===== config.mk =====
export PLATFORM = sky130hd
export DESIGN_NAME = hit_score_tracker
export DESIGN_NICKNAME = d
export VERILOG_FILES = /design/src/rtl/hit_score_tracker_pkg.sv /design/src/rtl/hit_score_tracker_bcd_counter_2digit.sv /design/src/rtl/hit_score_tracker.sv
export SDC_FILE = /design/constraint.sdc
export NUM_CORES = 1
export LEC_CHECK = 0
export CORE_ASPECT_RATIO = 1.25
export CORE_MARGIN = 5
export CORE_UTILIZATION = 54
export CTS_BUF_LIST = sky130_fd_sc_hd__clkbuf_8
export CTS_CLUSTER_SIZE = 10
export DETAILED_ROUTE_END_ITERATION = 10
export GPL_TIMING_DRIVEN = 0
export PLACE_DENSITY = 0.81
export SLEW_MARGIN = 40
export SYNTH_ARGS = -nofsm -noshare
export SYNTH_HDL_FRONTEND = slang
export SYNTH_SLANG_ARGS = --single-unit

===== constraint.sdc =====
create_clock -name clk -period 2.8 [get_ports clk]
set_input_delay 0.84 -clock clk [delete_from_list [all_inputs] [get_ports clk]]
set_output_delay 0.84 -clock clk [all_outputs]
set_load 0.05 [all_outputs]

===== src/rtl/hit_score_tracker_pkg.sv =====
// Shared definitions for the reaction-game scoring stage.
// Holds the game state encoding, BCD digit width and default hit position.
// Also provides a BCD-to-binary helper for threshold compares.
package hit_score_tracker_pkg;

  typedef enum logic {
    ST_PLAY = 1'b0,
    ST_OVER = 1'b1
  } state_t;

  localparam int         BCD_W       = 4;
  localparam logic [2:0] DEF_HIT_POS = 3'd7;

  // Two BCD digits to a binary value in 0..99
  function automatic logic [6:0] bcd_to_bin(input logic [BCD_W-1:0] tens,
                                            input logic [BCD_W-1:0] ones);
    return ({3'b000, tens} * 7'd10) + {3'b000, ones};
  endfunction

endpackage


===== src/rtl/hit_score_tracker_bcd_counter_2digit.sv =====
// Two-digit BCD up-counter, saturating at 99.
// Latency: count visible one clk after the increment is sampled.
// Synchronous clear has priority over increment; no backpressure.
module bcd_counter_2digit
  import hit_score_tracker_pkg::*;
(
  input  logic             i_clk,
  input  logic             i_rst_n,
  input  logic             i_inc,
  input  logic             i_clr,
  output logic [BCD_W-1:0] o_ones,
  output logic [BCD_W-1:0] o_tens
);

  logic [BCD_W-1:0] r_ones;
  logic [BCD_W-1:0] r_tens;
  logic             w_at_max;

  assign w_at_max = (r_tens == 4'd9) && (r_ones == 4'd9);

  // Clear, or step the BCD pair with ones->tens carry, holding at 99
  always_ff @(posedge i_clk or negedge i_rst_n) begin
    if (!i_rst_n) begin
      r_ones <= '0;
      r_tens <= '0;
    end else if (i_clr) begin
      r_ones <= '0;
      r_tens <= '0;
    end else if (i_inc && !w_at_max) begin
      if (r_ones == 4'd9) begin
        r_ones <= '0;
        r_tens <= r_tens + 4'd1;
      end else begin
        r_ones <= r_ones + 4'd1;
      end
    end
  end

  assign o_ones = r_ones;
  assign o_tens = r_tens;

endmodule


===== src/rtl/hit_score_tracker.sv =====
// Scores button presses against the light position; runs the PLAY/OVER game.
// Latency: events sampled at one edge show on the registered outputs after it.
// No backpressure: every press/expiry is resolved in the cycle it is seen.
module hit_score_tracker
  import hit_score_tracker_pkg::*;
#(
  parameter logic [2:0] HIT_POS    = DEF_HIT_POS,
  parameter int         WIN_SCORE  = 10,
  parameter int         MAX_MISSES = 3
) (
  input  logic             clk,
  input  logic             reset,
  input  logic [2:0]       pos,
  input  logic             btn_level,
  output logic [BCD_W-1:0] score_ones,
  output logic [BCD_W-1:0] score_tens,
  output logic [1:0]       misses,
  output logic             hit_pulse,
  output logic             miss_pulse,
  output logic             game_over,
  output logic             win
);

  state_t     r_state;
  logic       r_btn_d;
  logic [2:0] r_pos_d;
  logic       r_armed;
  logic [1:0] r_misses;
  logic       r_hit_pulse;
  logic       r_miss_pulse;
  logic       r_win;

  logic       w_play;
  logic       w_press;
  logic       w_at_hit;
  logic       w_pos_chg;
  logic       w_enter;
  logic       w_leave;
  logic       w_armed_now;
  logic       w_hit;
  logic       w_miss;
  logic       w_restart;
  logic [6:0] w_score_bin;
  logic [1:0] w_misses_nxt;
  logic       w_win_now;
  logic       w_lose_now;
  logic [BCD_W-1:0] w_ones;
  logic [BCD_W-1:0] w_tens;

  assign w_play      = (r_state == ST_PLAY);
  assign w_press     = btn_level & ~r_btn_d;
  assign w_at_hit    = (pos == HIT_POS);
  assign w_pos_chg   = (pos != r_pos_d);
  assign w_enter     = w_pos_chg & w_at_hit;
  assign w_leave     = w_pos_chg & (r_pos_d == HIT_POS);
  // Entering the window arms it in the same cycle, so press-on-entry scores
  assign w_armed_now = r_armed | w_enter;

  // Hit and miss are mutually exclusive: a miss by expiry implies pos left HIT_POS
  assign w_hit     = w_play & w_press & w_at_hit & w_armed_now;
  assign w_miss    = w_play & ((w_press & ~w_at_hit) | (w_leave & r_armed));
  assign w_restart = ~w_play & w_press;

  assign w_score_bin  = bcd_to_bin(w_tens, w_ones);
  assign w_misses_nxt = (r_misses == 2'(MAX_MISSES)) ? r_misses : r_misses + 2'd1;
  assign w_win_now    = w_hit && ((w_score_bin + 7'd1) == 7'(WIN_SCORE));
  assign w_lose_now   = w_miss && (w_misses_nxt == 2'(MAX_MISSES));

  // Previous-cycle copies of the button and position for edge detection
  always_ff @(posedge clk or negedge reset) begin
    if (!reset) begin
      r_btn_d <= 1'b0;
      r_pos_d <= 3'd0;
    end else begin
      r_btn_d <= btn_level;
      r_pos_d <= pos;
    end
  end

  // Game FSM with registered pulses, miss count, window arm and win flag
  always_ff @(posedge clk or negedge reset) begin
    if (!reset) begin
      r_state      <= ST_PLAY;
      r_armed      <= 1'b0;
      r_misses     <= 2'd0;
      r_hit_pulse  <= 1'b0;
      r_miss_pulse <= 1'b0;
      r_win        <= 1'b0;
    end else begin
      r_hit_pulse  <= w_hit;
      r_miss_pulse <= w_miss;
      case (r_state)
        ST_PLAY: begin
          if (w_hit)        r_armed <= 1'b0;
          else if (w_enter) r_armed <= 1'b1;
          else if (w_leave) r_armed <= 1'b0;
          if (w_miss) r_misses <= w_misses_nxt;
          if (w_win_now) begin
            r_state <= ST_OVER;
            r_win   <= 1'b1;
          end else if (w_lose_now) begin
            r_state <= ST_OVER;
            r_win   <= 1'b0;
          end
        end
        ST_OVER: begin
          r_armed <= 1'b0;
          if (w_press) begin
            r_state  <= ST_PLAY;
            r_misses <= 2'd0;
            r_win    <= 1'b0;
          end
        end
        default: r_state <= ST_PLAY;
      endcase
    end
  end

  bcd_counter_2digit u_score (
    .i_clk   (clk),
    .i_rst_n (reset),
    .i_inc   (w_hit),
    .i_clr   (w_restart),
    .o_ones  (w_ones),
    .o_tens  (w_tens)
  );

  assign score_ones = w_ones;
  assign score_tens = w_tens;
  assign misses     = r_misses;
  assign hit_pulse  = r_hit_pulse;
  assign miss_pulse = r_miss_pulse;
  assign game_over  = (r_state == ST_OVER);
  assign win        = r_win;

endmodule


==> summary.md, run 1 <==
| Metric | Value |
|---|---|
| FF-to-FF path depth | `7` |
| Hpwl dp | `2020 um` |
| Status | `finished clean` |
| CTS Sinks | `19` |
| Sequential share of power | `37.9%` |
| Post_cts resized | `0` |
| Seq/Total Area, Yosys | `between 30% and 40%` |
| Die area | `around 3300 um^2` |
| Post-synth top area share | `39.5%` |
| Num rows | `19` |
| Max transition margin | `about 55%` |
| Synth Area in Adders | `13.1%` |
| Most common cell in the netlist | `dfrtp_1` |
| Simple-gate share of the synthesized area | `19.0%` |
| WL final | `2670 um` |
| Crit Reg-Reg Endpoint | `win` |
| Yosys top cell by area | `dfrtp_1` |
| Initial antenna violation count | `0` |
| Area of the core | `2160 um^2` |
| Filler cell count | `175` |
| Final #Nets | `157` |
| Max Freq | `~400 MHz` |
| Clock Pin Slew Worst Setup and Hold Paths | `0.07 ns` |
| Netlist cell types | `between 40 and 50` |
| CTS root buf | `clkbuf_8` |
| Met3 wire len | `approximately 120 um` |
| Area grow syn2layout | `22.3%` |
| Storage cell area | `475 um^2` |
| Hold Buf Count CTS | `0` |
| Pre-Repair DR Iteration Count | `4` |
| Area share of xor/xnor cells in the synthesized design | `3.64%` |
| Comb power frac | `42.5%` |
| Mapped Cells | `115` |
| Clock buffer depth | `2` |
| CP Data Required Time | `2.98 ns` |
| Clock Latency Late Sink | `0.26 ns` |
| Switch share | `41.8%` |
| Period utilization | `88.9%` |
| TritonCTS Buffers | `3` |
| RSZ-0062 raised after global routing | `no` |
| Hold Crit Class | `in -> async` |
| Setup crit end kind | `register` |
| Top cells by count, synth | `dfrtp_1, ha_1, inv_1` |
| Hold Vio Cnt, Final | `0` |
| Main synth FF type | `dfrtp_1` |
| Die span in y | `62.8 um` |
| Actual slew at the worst max-slew pin | `approximately 0.66 ns` |
| WL met2 | `1390 um` |
| FF+latch count, synth | `19` |
| DRC violation count after routing | `0` |
| EDFF count, synth | `0` |
| Initial Util | `55.6%` |
| Net Switching | `409 uW` |
| Synthesized area per cell | `10.5 um^2` |
| H-tree depth | `1` |
| CP Cell Sequence | `clkdlybuf4s50_1 -> xor2_1 -> nor4_1 -> buf_4 -> o21ai_0 -> a21oi_1` |
| Pins Over Slew Limit | `0` |
| Synth Warn # | `0` |
| R2r startpoint | `u_score.o_tens[1]` |
| Crit path largest cell delay | `0.61 ns` |
| CP max FO | `10` |
| P_int | `571 uW` |
| Die width | `52.2 um` |
| Synth Area in Compound Gates | `19.1%` |
| Mux cell area share after synthesis | `0.832%` |
| Main combinational cell family by area after synthesis | `compound AO/OA/AOI/OAI gates` |
| Max Cap Viol | `0` |
| Worst Path Arrival | `roughly 2.7 ns` |
| Period minus WS final | `2.49 ns` |
| Drt wl/cell | `15.8 um` |
| Power density over the cells | `666 nW/um^2` |
| Gpl congestion | `0.832` |
| # setup viols final | `0` |
| DR top layer | `met4` |
| Grt ovf | `0` |
| Vias | `approximately 1,000` |
| Crit path kind | `in -> reg` |
| Clk pwr share | `about a fifth` |
| CTS tree | `built` |
| Syn nets | `133` |
| DRT met1 WL | `1100 um` |
| Setup crit end | `u_score.o_tens[0]` |
| Drt initial violations | `42` |
| Top cells by area, synth | `dfrtp_1, ha_1, a21oi_1, xor2_1, inv_1` |
| P_leak | `between 0.0006 and 0.0007 uW` |
| Area of the multi-input gates | `671 um^2` |
| Post-Syn Area | `1200 um^2` |
| Clk_skew | `0.00101 ns` |
| Largest net degree at the start of global routing | `20` |
| Share of cells above drive strength 1 | `10.1%` |
| Global-route wire length before repair | `4730 um` |
| Postcts setup bufs | `0` |
| Cell Count Post-Placement | `165` |
| Vias in the first global route | `between 1,000 and 1,500` |
| Final Non-Filler Cells | `169` |
| CP startpoint | `pos[0]` |
| Total GRT Usage | `roughly a fifth` |
| VDD IR-drop max | `727 uV` |
| Reg2reg setup slack | `0.41 ns` |
| Setup TNS | `0 ns` |
| Avg Vias per Cell | `around 6.1` |
| Crit path launch type | `input port` |
| Slowest CP cell | `nor4_1` |
| Async S/R FF share, synth | `100%` |
| Port Buffers | `19` |
| Final ANT Viol Nets | `0` |
| Diodes inserted | `0` |
| # IOs | `20` |
registers in the layout, indices dropped and copies added, names as in the netlist:
name and count:
game_over 1, hit_pulse 1, miss_pulse 1, misses 2
r_armed 1, r_btn_d 1, r_pos_d 3, u_score.o_ones 4
u_score.o_tens 4, win 1
worst min path at each step:
stage                   endpoint  cells after the start      start
2_1_floorplan          game_over                      0      reset
4_1_cts        u_score.o_tens[1]                      1      reset
3_5_place_dp           misses[0]                      1  misses[0]
3_3_place_gp           misses[0]                      1  misses[0]
6_report       u_score.o_tens[3]                      1      reset
5_1_grt        u_score.o_tens[1]                      1      reset
area by class of cell:
| cell class | instances | share of cell area (%) |
|---|---|---|
| clock inverter | 1 | 0.255 |
| sequential | 19 | 32.3 |
| clock buffer | 3 | 2.80 |
| buffer | 3 | 1.61 |
| multi-input combinational | 84 | 45.5 |
| timing repair buffer | 19 | 12.6 |
| tap | 31 | 2.63 |
| inverter | 9 | 2.29 |
cells in the final DEF (no fill, tap or decap), drive strengths merged, types with 2 or more instances in the layout:
| cell | count |
|---|---|
| clkbuf | 3 |
| nand2 | 3 |
| nand3b | 3 |
| nand3 | 3 |
| or4 | 3 |
| buf | 4 |
| dfrtp | 19 |
| a211oi | 2 |
| a21o | 2 |
| clkdlybuf4s50 | 18 |
| o211ai | 2 |
| a21oi | 8 |
| nand4 | 3 |
| inv | 10 |
| and2 | 3 |
| a22oi | 4 |
| o31ai | 2 |
| o2111ai | 2 |
| nand2b | 2 |
| nor3 | 2 |
| or3 | 4 |
| o21ai | 6 |
| ha | 11 |
| xor2 | 4 |
worst max-delay path: cells and delay by family:
kind	cells	cell delay (ns)
compound gates	2	0.28
buf+inv	2	0.72
simple gates	1	0.61
xor+xnor	1	0.21
through the flow:
stage               area, um^2  utilization, %  power, uW  setup WS, ns  hold slack (ns)
CTS                       1470            68.1        980         0.316            0.521
detailed placement        1430            66.0        793        0.0797            0.528
finish                    1470            68.1        980         0.311            0.509
global placement          1430            66.2        777         0.133            0.496
floorplan                 1200               -        653         0.357            0.544
global route              1470            68.1       1030         0.149            0.537
cells by family (layout without fill, tap and decap cells):
family          count (synthesis)  after routing
compound gates                 32             32
xor+xnor                        5              5
fa+ha+maj                      12             12
buf+inv                        12             35
flops                          19             19
mux                             1              1
simple gates                   34             34
power by group through the flow:
stage	Clock (uW)	Sequential (uW)	Combinational [uW]
after floorplan	0	494	159
after global placement	0	371	406
after detailed placement	0	376	417
after CTS	191	371	419
after global routing	204	381	446
final	192	372	417
layer usage:
metal	GRT usage [%]	vias up
li1	-	481
met1	23.9	508
met2	30.8	31
met3	2.86	7
met4	9.58	0
met5	0	-
Note: power is estimated with default switching activity, not from simulation.
==> run 2: changes to the inputs <==
--- a/config.mk
+++ b/config.mk
@@ -5,14 +5,15 @@
 export SDC_FILE = /design/constraint.sdc
 export NUM_CORES = 1
 export LEC_CHECK = 0
+export ABC_AREA = 1
 export CORE_ASPECT_RATIO = 1.25
 export CORE_MARGIN = 5
-export CORE_UTILIZATION = 54
+export CORE_UTILIZATION = 50
 export CTS_BUF_LIST = sky130_fd_sc_hd__clkbuf_8
 export CTS_CLUSTER_SIZE = 10
 export DETAILED_ROUTE_END_ITERATION = 10
 export GPL_TIMING_DRIVEN = 0
-export PLACE_DENSITY = 0.81
+export PLACE_DENSITY = 0.78
 export SLEW_MARGIN = 40
 export SYNTH_ARGS = -nofsm -noshare
 export SYNTH_HDL_FRONTEND = slang
==> constraint.sdc (replaced) <==
create_clock -name clk -period 2.15 [get_ports clk]
set_input_delay 0.645 -clock clk [delete_from_list [all_inputs] [get_ports clk]]
set_output_delay 0.645 -clock clk [all_outputs]
set_load 0.05 [all_outputs]
==> run 2 against run 1 <==
Routed wire length increased by 2.3%. Total power rose by 73%. Flip-flop and latch count stayed put. Via count increased by 5.6%. Hold slack lost 0.19 ns. Sequential power is 53% higher. Sequential share of layout area decreased by 2.8 points. Core utilization down 0.96 points. Design area is 11% higher. Clock power increased by 32%. Count of clock-buffer cells in the layout is the same. Critical path type is now reg -> out. Critical endpoint is now misses[0]. Largest cell class unchanged.
==> summary.md, run 2 <==
| Metric | Value |
|---|---|
| Drt initial violations | `22 (was 42)` |
| Clk pwr share | `14.9% (was 19.6%)` |
| CTS tree | `built (unchanged)` |
| Hpwl dp | `2020 um (about the same)` |
| # IOs | `20 (unchanged)` |
| Period utilization | `98.5%` |
| Largest net degree at the start of global routing | `20 (unchanged)` |
| CP Data Required Time | `1.50 ns (was 2.98 ns)` |
| WL final | `2740 um (was 2670 um)` |
| DRC violation count after routing | `0 (unchanged)` |
| Final ANT Viol Nets | `0 (unchanged)` |
| # setup viols final | `0 (unchanged)` |
| Global-route wire length before repair | `4630 um (was 4730 um)` |
| Share of cells above drive strength 1 | `24.2% (was 10.1%)` |
| Seq/Total Area, Yosys | `37.7% (was 39.5%)` |
| CP Cell Sequence | `clkdlybuf4s50_1 (was clkdlybuf4s50_1 -> xor2_1 -> nor4_1 -> buf_4 -> o21ai_0 -> a21oi_1)` |
| Hold Buf Count CTS | `0 (unchanged)` |
| Top cells by area, synth | `dfrtp_1, nand2_1, ha_1, inv_1, nand3_1 (was dfrtp_1, ha_1, a21oi_1, xor2_1, inv_1)` |
| P_int | `877 uW (was 571 uW)` |
| Crit path buf inv count | `1 (was 2)` |
| Max Freq | `472 MHz` |
| Die span in y | `66.2 um (was 62.8 um)` |
| Sequential share of power | `33.6% (was 37.9%)` |
| Total GRT Usage | `17.2% (was 19.0%)` |
| Post-synth top area share | `37.7% (was 39.5%)` |
| Clk_skew | `0.00223 ns (was 0.00101 ns)` |
| Status | `finished clean (unchanged)` |
| Async S/R FF share, synth | `100% (unchanged)` |
| Syn nets | `174 (was 133)` |
| Avg Vias per Cell | `4.95 (was 6.08)` |
| Comb power frac | `51.5% (was 42.5%)` |
| Clock Latency Late Sink | `0.26 ns (about the same)` |
| Actual slew at the worst max-slew pin | `0.504 ns (was 0.664 ns)` |
| Final Non-Filler Cells | `219 (was 169)` |
| Hold Vio Cnt, Final | `0 (unchanged)` |
| Crit path largest cell delay | `0.82 ns (was 0.61 ns)` |
| Synthesized area per cell | `8.08 um^2 (was 10.5 um^2)` |
| H-tree depth | `1 (unchanged)` |
| P_leak | `0.000861 uW (was 0.000646 uW)` |
| Port Buffers | `19 (unchanged)` |
| Area grow syn2layout | `29.2% (was 22.3%)` |
| VDD IR-drop max | `754 uV (was 727 uV)` |
| Placement Setup Slack | `-0.0785 ns (was 0.0797 ns)` |
| Cell Count Post-Placement | `208 (was 165)` |
| Vias in the first global route | `1,114 (was 1,063)` |
| CTS root buf | `clkbuf_8 (unchanged)` |
| Grt ovf | `0 (unchanged)` |
| Synth Warn # | `0 (unchanged)` |
| Gpl congestion | `0.744 (was 0.832)` |
| Main synth FF type | `dfrtp_1 (unchanged)` |
| Diodes inserted | `0 (unchanged)` |
| Period minus WS final | `about 2.1 ns` |
| Area of the core | `2430 um^2 (was 2160 um^2)` |
| Yosys top cell by area | `dfrtp_1 (unchanged)` |
| Net Switching | `821 uW (was 409 uW)` |
| Setup crit end kind | `output pin (was register)` |
| CP max FO | `4 (was 10)` |
| Die width | `54.9 um (was 52.2 um)` |
| Post-Syn Area | `1260 um^2 (was 1200 um^2)` |
| Clock buffer depth | `2 (unchanged)` |
| Power density over the cells | `1040 nW/um^2 (was 666 nW/um^2)` |
| TritonCTS Buffers | `3 (unchanged)` |
| EDFF count, synth | `0 (unchanged)` |
| Switch share | `48.4% (was 41.8%)` |
| Drt wl/cell | `12.5 um (was 15.8 um)` |
| Die area | `3630 um^2 (was 3280 um^2)` |
| Setup TNS | `0 ns (unchanged)` |
| Num rows | `20 (was 19)` |
| Clock Pin Slew Worst Setup and Hold Paths | `0.07 ns (about the same)` |
| Max Cap Viol | `0 (unchanged)` |
| Crit path launch type | `register (was input port)` |
| Setup ws final | `0.0320 ns (was 0.311 ns)` |
| Netlist cell types | `24 (was 43)` |
| Initial antenna violation count | `0 (unchanged)` |
| Crit path kind | `reg -> out (was in -> reg)` |
| RSZ-0062 raised after global routing | `yes (was no)` |
| FF+latch count, synth | `19 (unchanged)` |
| Final #Nets | `205 (was 157)` |
| Pre-Repair DR Iteration Count | `4 (unchanged)` |
| Initial Util | `52.0% (was 55.6%)` |
| Max transition margin | `66.3% (was 55.4%)` |
| Crit path max-delay family | `buffers and inverters (unchanged)` |
| Mapped Cells | `156 (was 115)` |
| Most frequent cells in the layout | `nand2_1, inv_1, dfrtp_1 (was dfrtp_1, clkdlybuf4s50_1, ha_1)` |
| Pins Over Slew Limit | `0 (unchanged)` |
| Commonest non-fill, non-tap cell in the layout | `nand2_1 (was dfrtp_1)` |
| Top cells by count, synth | `nand2_1, inv_1, dfrtp_1 (was dfrtp_1, ha_1, inv_1)` |
| Hold WS | `0.316 ns (was 0.509 ns)` |
| Slowest CP cell | `clkdlybuf4s50_1 (was nor4_1)` |
| Post-route core utilization | `67.1% (was 68.1%)` |
| Worst Path Arrival | `1.47 ns (was 2.66 ns)` |
| Hold Crit Class | `in -> async (unchanged)` |
| Most common cell in the netlist | `nand2_1 (was dfrtp_1)` |
| CTS Sinks | `19 (unchanged)` |
| Vias | `1,085 (was 1,027)` |
[run 2: cell count changes after synthesis, moves of 4 or more]
cell and delta:
nand2_1 +34, inv_1 +15, nor2_1 +10, nand3_1 +7, a21oi_1 -5, nand2_2 +5
a22oi_1 -4, nand3_2 +4
[run 2: worst paths after layout]
kind	start	to	slack (ns)	cells past startpoint
hold reg to reg	win	win	0.51	2
max in group asynchronous	reset	u_score.o_tens[0]	1.51	1
setup / recovery	misses[0]	misses[0]	0.03	1
hold / removal	reset	r_pos_d[1]	0.32	1
setup reg to reg	u_score.o_tens[3]	win	0.06	10
min in group clk	win	win	0.51	2
[run 2: metal layers]
metal	vias to the layer above	track usage, %	share of wire (%)
li1	552	-	-
met1	507	20.3	46
met2	19	28.7	49
met3	7	3.16	3.1
met4	0	8.81	2.0
met5	-	0	0
[run 2: repair_timing]
action / 4_1_cts / 5_1_grt
setup endpoints to repair: 10 / 3
resized for setup: 8 / 5
buffers inserted: 4 / 3
pin swaps: 5 / 3
hold endpoints to repair: 0 / 0
[run 2: layout make-up]
type	instances	area, um^2
plain buffers	1	11.3
clock buffers	3	41.3
clock inverters	1	5.00
fillers	198	798
inverters	27	101
multi-input cells	109	714
flip-flops and latches	19	480
well taps	33	41.3
repair buffers	26	234
[run 2: power by group through the flow]
stage | Sequential [uW] | Clock (uW) | Combinational (uW)
2_1_floorplan | 820 | 0 | 377
3_3_place_gp | 578 | 0 | 858
3_5_place_dp | 585 | 0 | 880
4_1_cts | 573 | 253 | 869
5_1_grt | 588 | 266 | 967
6_report | 571 | 253 | 874
[run 2: logic make-up after synthesis]
kind of cell | share of synthesized area [%]
simple gates | 29.9
buf+inv | 8.93
flops | 37.7
compound gates | 6.85
fa+ha+maj | 12.5
xor+xnor | 4.17
[run 2: metrics by stage]
stage / cell area [um^2] / power, uW
final: 1630 / 1700
after global routing: 1630 / 1820
after CTS: 1600 / 1700
after detailed placement: 1530 / 1470
after global placement: 1530 / 1440
after floorplan: 1290 / 1200
==> run 3: changes to the inputs <==
--- a/config.mk
+++ b/config.mk
@@ -9,7 +9,7 @@
 export CORE_ASPECT_RATIO = 1.25
 export CORE_MARGIN = 5
 export CORE_UTILIZATION = 50
-export CTS_BUF_LIST = sky130_fd_sc_hd__clkbuf_8
+export CTS_BUF_LIST = sky130_fd_sc_hd__clkbuf_4
 export CTS_CLUSTER_SIZE = 10
 export DETAILED_ROUTE_END_ITERATION = 10
 export GPL_TIMING_DRIVEN = 0
==> run 3 against run 2 <==
Die area unchanged. Design area decreased by 3.1%. Clock power decreased by 26%. Hold slack got worse by 0.064 ns. Core utilization decreased by 2.1 points. Flip-flop and latch count unchanged. Sequential power decreased by 0.9%. Routed wire length decreased by 2.5%. Non-clock buffer count decreased by 3. Critical path type is now reg -> reg. Largest power group unchanged.
==> summary.md, run 3 (synthesized netlist as in run 2, its figures left out) <==
| Metric | Value |
|---|---|
| Die width | `54.9 um (unchanged)` |
| CP Cell Sequence | `ha_4 -> ha_4 -> inv_2 -> fa_1 -> or2_4 -> o21ai_2 -> nand3_2 -> nor2_2 -> nor2_1 -> nor2_1 (was clkdlybuf4s50_1)` |
| Max Freq | `475 MHz (was 472 MHz)` |
| Die area | `3630 um^2 (unchanged)` |
| Vias in the first global route | `1,121 (was 1,114)` |
| WL met2 | `1350 um (was 1340 um)` |
| Clock buffer depth | `2 (unchanged)` |
| DR top layer | `met4 (unchanged)` |
| Post-route cell area | `1580 um^2 (was 1630 um^2)` |
| Num rows | `20 (unchanged)` |
| Total GRT Usage | `17.2% (about the same)` |
| Initial antenna violation count | `0 (unchanged)` |
| Hold Vio Cnt, Final | `0 (unchanged)` |
| Clock Pin Slew Worst Setup and Hold Paths | `0.11 ns (was 0.07 ns)` |
| CTS root buf | `clkbuf_4 (was clkbuf_8)` |
| Vias | `1,080 (was 1,085)` |
| Status | `finished clean (unchanged)` |
| Slowest CP cell | `fa_1 (was clkdlybuf4s50_1)` |
| Drt wl/cell | `12.3 um (was 12.5 um)` |
| Cell Count Post-Placement | `208 (unchanged)` |
| DRT met1 WL | `1140 um (was 1260 um)` |
| CTS Sinks | `19 (unchanged)` |
| Die span in y | `66.2 um (unchanged)` |
| P_leak | `0.000839 uW (was 0.000861 uW)` |
| WL final | `2670 um (was 2740 um)` |
| Avg Vias per Cell | `5.00 (was 4.95)` |
| Area of the core | `2430 um^2 (unchanged)` |
| Crit path largest cell delay | `0.46 ns (was 0.82 ns)` |
| Hold Crit Class | `in -> async (unchanged)` |
| Gpl congestion | `0.744 (unchanged)` |
| H-tree depth | `1 (unchanged)` |
| Max transition margin | `66.7% (was 66.3%)` |
| Worst Path Arrival | `2.35 ns (was 1.47 ns)` |
| Clock Latency Late Sink | `0.31 ns (was 0.26 ns)` |
| Pins Over Slew Limit | `0 (unchanged)` |
| # IOs | `20 (unchanged)` |
| TritonCTS Buffers | `3 (unchanged)` |
| Drt initial violations | `25 (was 22)` |
| Filler cell count | `212 (was 198)` |
| VDD IR-drop max | `752 uV (was 754 uV)` |
| Met3 wire len | `109 um (was 85 um)` |
| Commonest non-fill, non-tap cell in the layout | `nand2_1 (unchanged)` |
| Initial Util | `52.0% (unchanged)` |
| Placed standard-cell area | `1530 um^2 (unchanged)` |
| Final ANT Viol Nets | `0 (unchanged)` |
| Setup crit end kind | `register (was output pin)` |
| Largest net degree at the start of global routing | `20 (unchanged)` |
| Hpwl dp | `2020 um (unchanged)` |
| RSZ-0062 raised after global routing | `yes (unchanged)` |
| Clk_skew | `0.00526 ns (was 0.00223 ns)` |
| # setup viols final | `0 (unchanged)` |
| Final #Nets | `202 (was 205)` |
| Grt ovf | `0 (unchanged)` |
| Global-route wire length before repair | `4650 um (was 4630 um)` |
| Period minus WS final | `2.11 ns (was 2.12 ns)` |
| Most frequent cells in the layout | `nand2_1, inv_1, dfrtp_1 (unchanged)` |
| Share of cells above drive strength 1 | `22.4% (was 24.2%)` |
| CP Data Required Time | `2.40 ns (was 1.50 ns)` |
| Diodes inserted | `0 (unchanged)` |
| Crit path launch type | `register (unchanged)` |
| Max Cap Viol | `0 (unchanged)` |
| Final Non-Filler Cells | `216 (was 219)` |
| CP max FO | `2 (was 4)` |
| Crit path kind | `reg -> reg (was reg -> out)` |
| Period utilization | `97.9% (was 98.5%)` |
| CTS tree | `built (unchanged)` |
| Pre-Repair DR Iteration Count | `4 (unchanged)` |
| Area grow syn2layout | `25.2% (was 29.2%)` |
| DRC violation count after routing | `0 (unchanged)` |
| Actual slew at the worst max-slew pin | `0.498 ns (was 0.504 ns)` |
| Power density over the cells | `1020 nW/um^2 (was 1040 nW/um^2)` |
| Port Buffers | `19 (unchanged)` |
[run 3: cell count changes in the layout (fill, tap and decap cells not counted), sizes merged]
cell	before	now
buf	9	6
clkdlybuf4s50	9	6
dlygate4sd2	7	10
clkdlybuf4s15	0	1
dlymetal6s2s	2	1
[run 3: layout make-up]
class                      instances  area (um^2)  area share, %
multi-input combinational        109          712           45.1
sequential                        19          480           30.4
timing repair buffer              23          205           13.0
clock buffer                       3         22.5           1.43
tap                               33         41.3           2.61
inverter                          27          101           6.42
buffer                             1         11.3          0.713
clock inverter                     1         5.00          0.317
[run 3: metal layers]
layer | track usage, % | vias up
met3 | 2.93 | 6
met4 | 7.60 | 0
li1 | - | 546
met2 | 29.6 | 29
met1 | 20.2 | 499
met5 | 0 | -
[run 3: repair_timing]
action | CTS | global route
hold buffers | 0 | 0
gates resized for setup | 11 | 5
pin swaps | 3 | 6
setup endpoints to repair | 12 | 3
setup buffers | 4 | 0
cloned | 0 | 0
[run 3: final timing paths]
path,from,end,slack (ns),cells past startpoint
min in group clk,win,win,0.51,2
worst max register to register,u_score.o_tens[1],win,0.04,10
worst max-delay path,u_score.o_tens[1],win,0.04,10
worst min-delay path,reset,misses[0],0.25,1
worst min register to register,win,win,0.51,2
max in group asynchronous,reset,u_score.o_tens[1],1.59,1
[run 3: stage by stage]
| stage | hold WS (ns) | setup TNS (ns) | util, % | total power, uW | worst slack (ns) |
|---|---|---|---|---|---|
| after floorplan | 0.349 | -0.0500 | - | 1200 | -0.0500 |
| after global placement | 0.508 | -0.0406 | 62.8 | 1440 | -0.0406 |
| after detailed placement | 0.519 | -0.0785 | 62.8 | 1470 | -0.0785 |
| after CTS | 0.546 | 0 | 64.6 | 1610 | 0.00898 |
| after global routing | 0.281 | -0.0923 | 65.1 | 1740 | -0.0923 |
| final | 0.251 | 0 | 65.1 | 1610 | 0.0446 |
[run 3: worst max-delay path: cells and delay by family (launching register included)]
kind / cells / cell delay, ns
AO/OA/AOI/OAI: 1 / 0.12
adder cells (fa/ha/maj): 3 / 0.86
buffers and inverters: 1 / 0.03
flip-flops: 1 / 0.45
AND/OR/NAND/NOR: 5 / 0.60
[run 3: where the power goes]
| group | switching, uW | leakage (uW) | internal [uW] |
|---|---|---|---|
| logic | 575 | 0.000582 | 279 |
| clock network | 117 | 0.0000177 | 69.5 |
| registers | 121 | 0.000239 | 445 |
| total | 813 | 0.000839 | 794 |
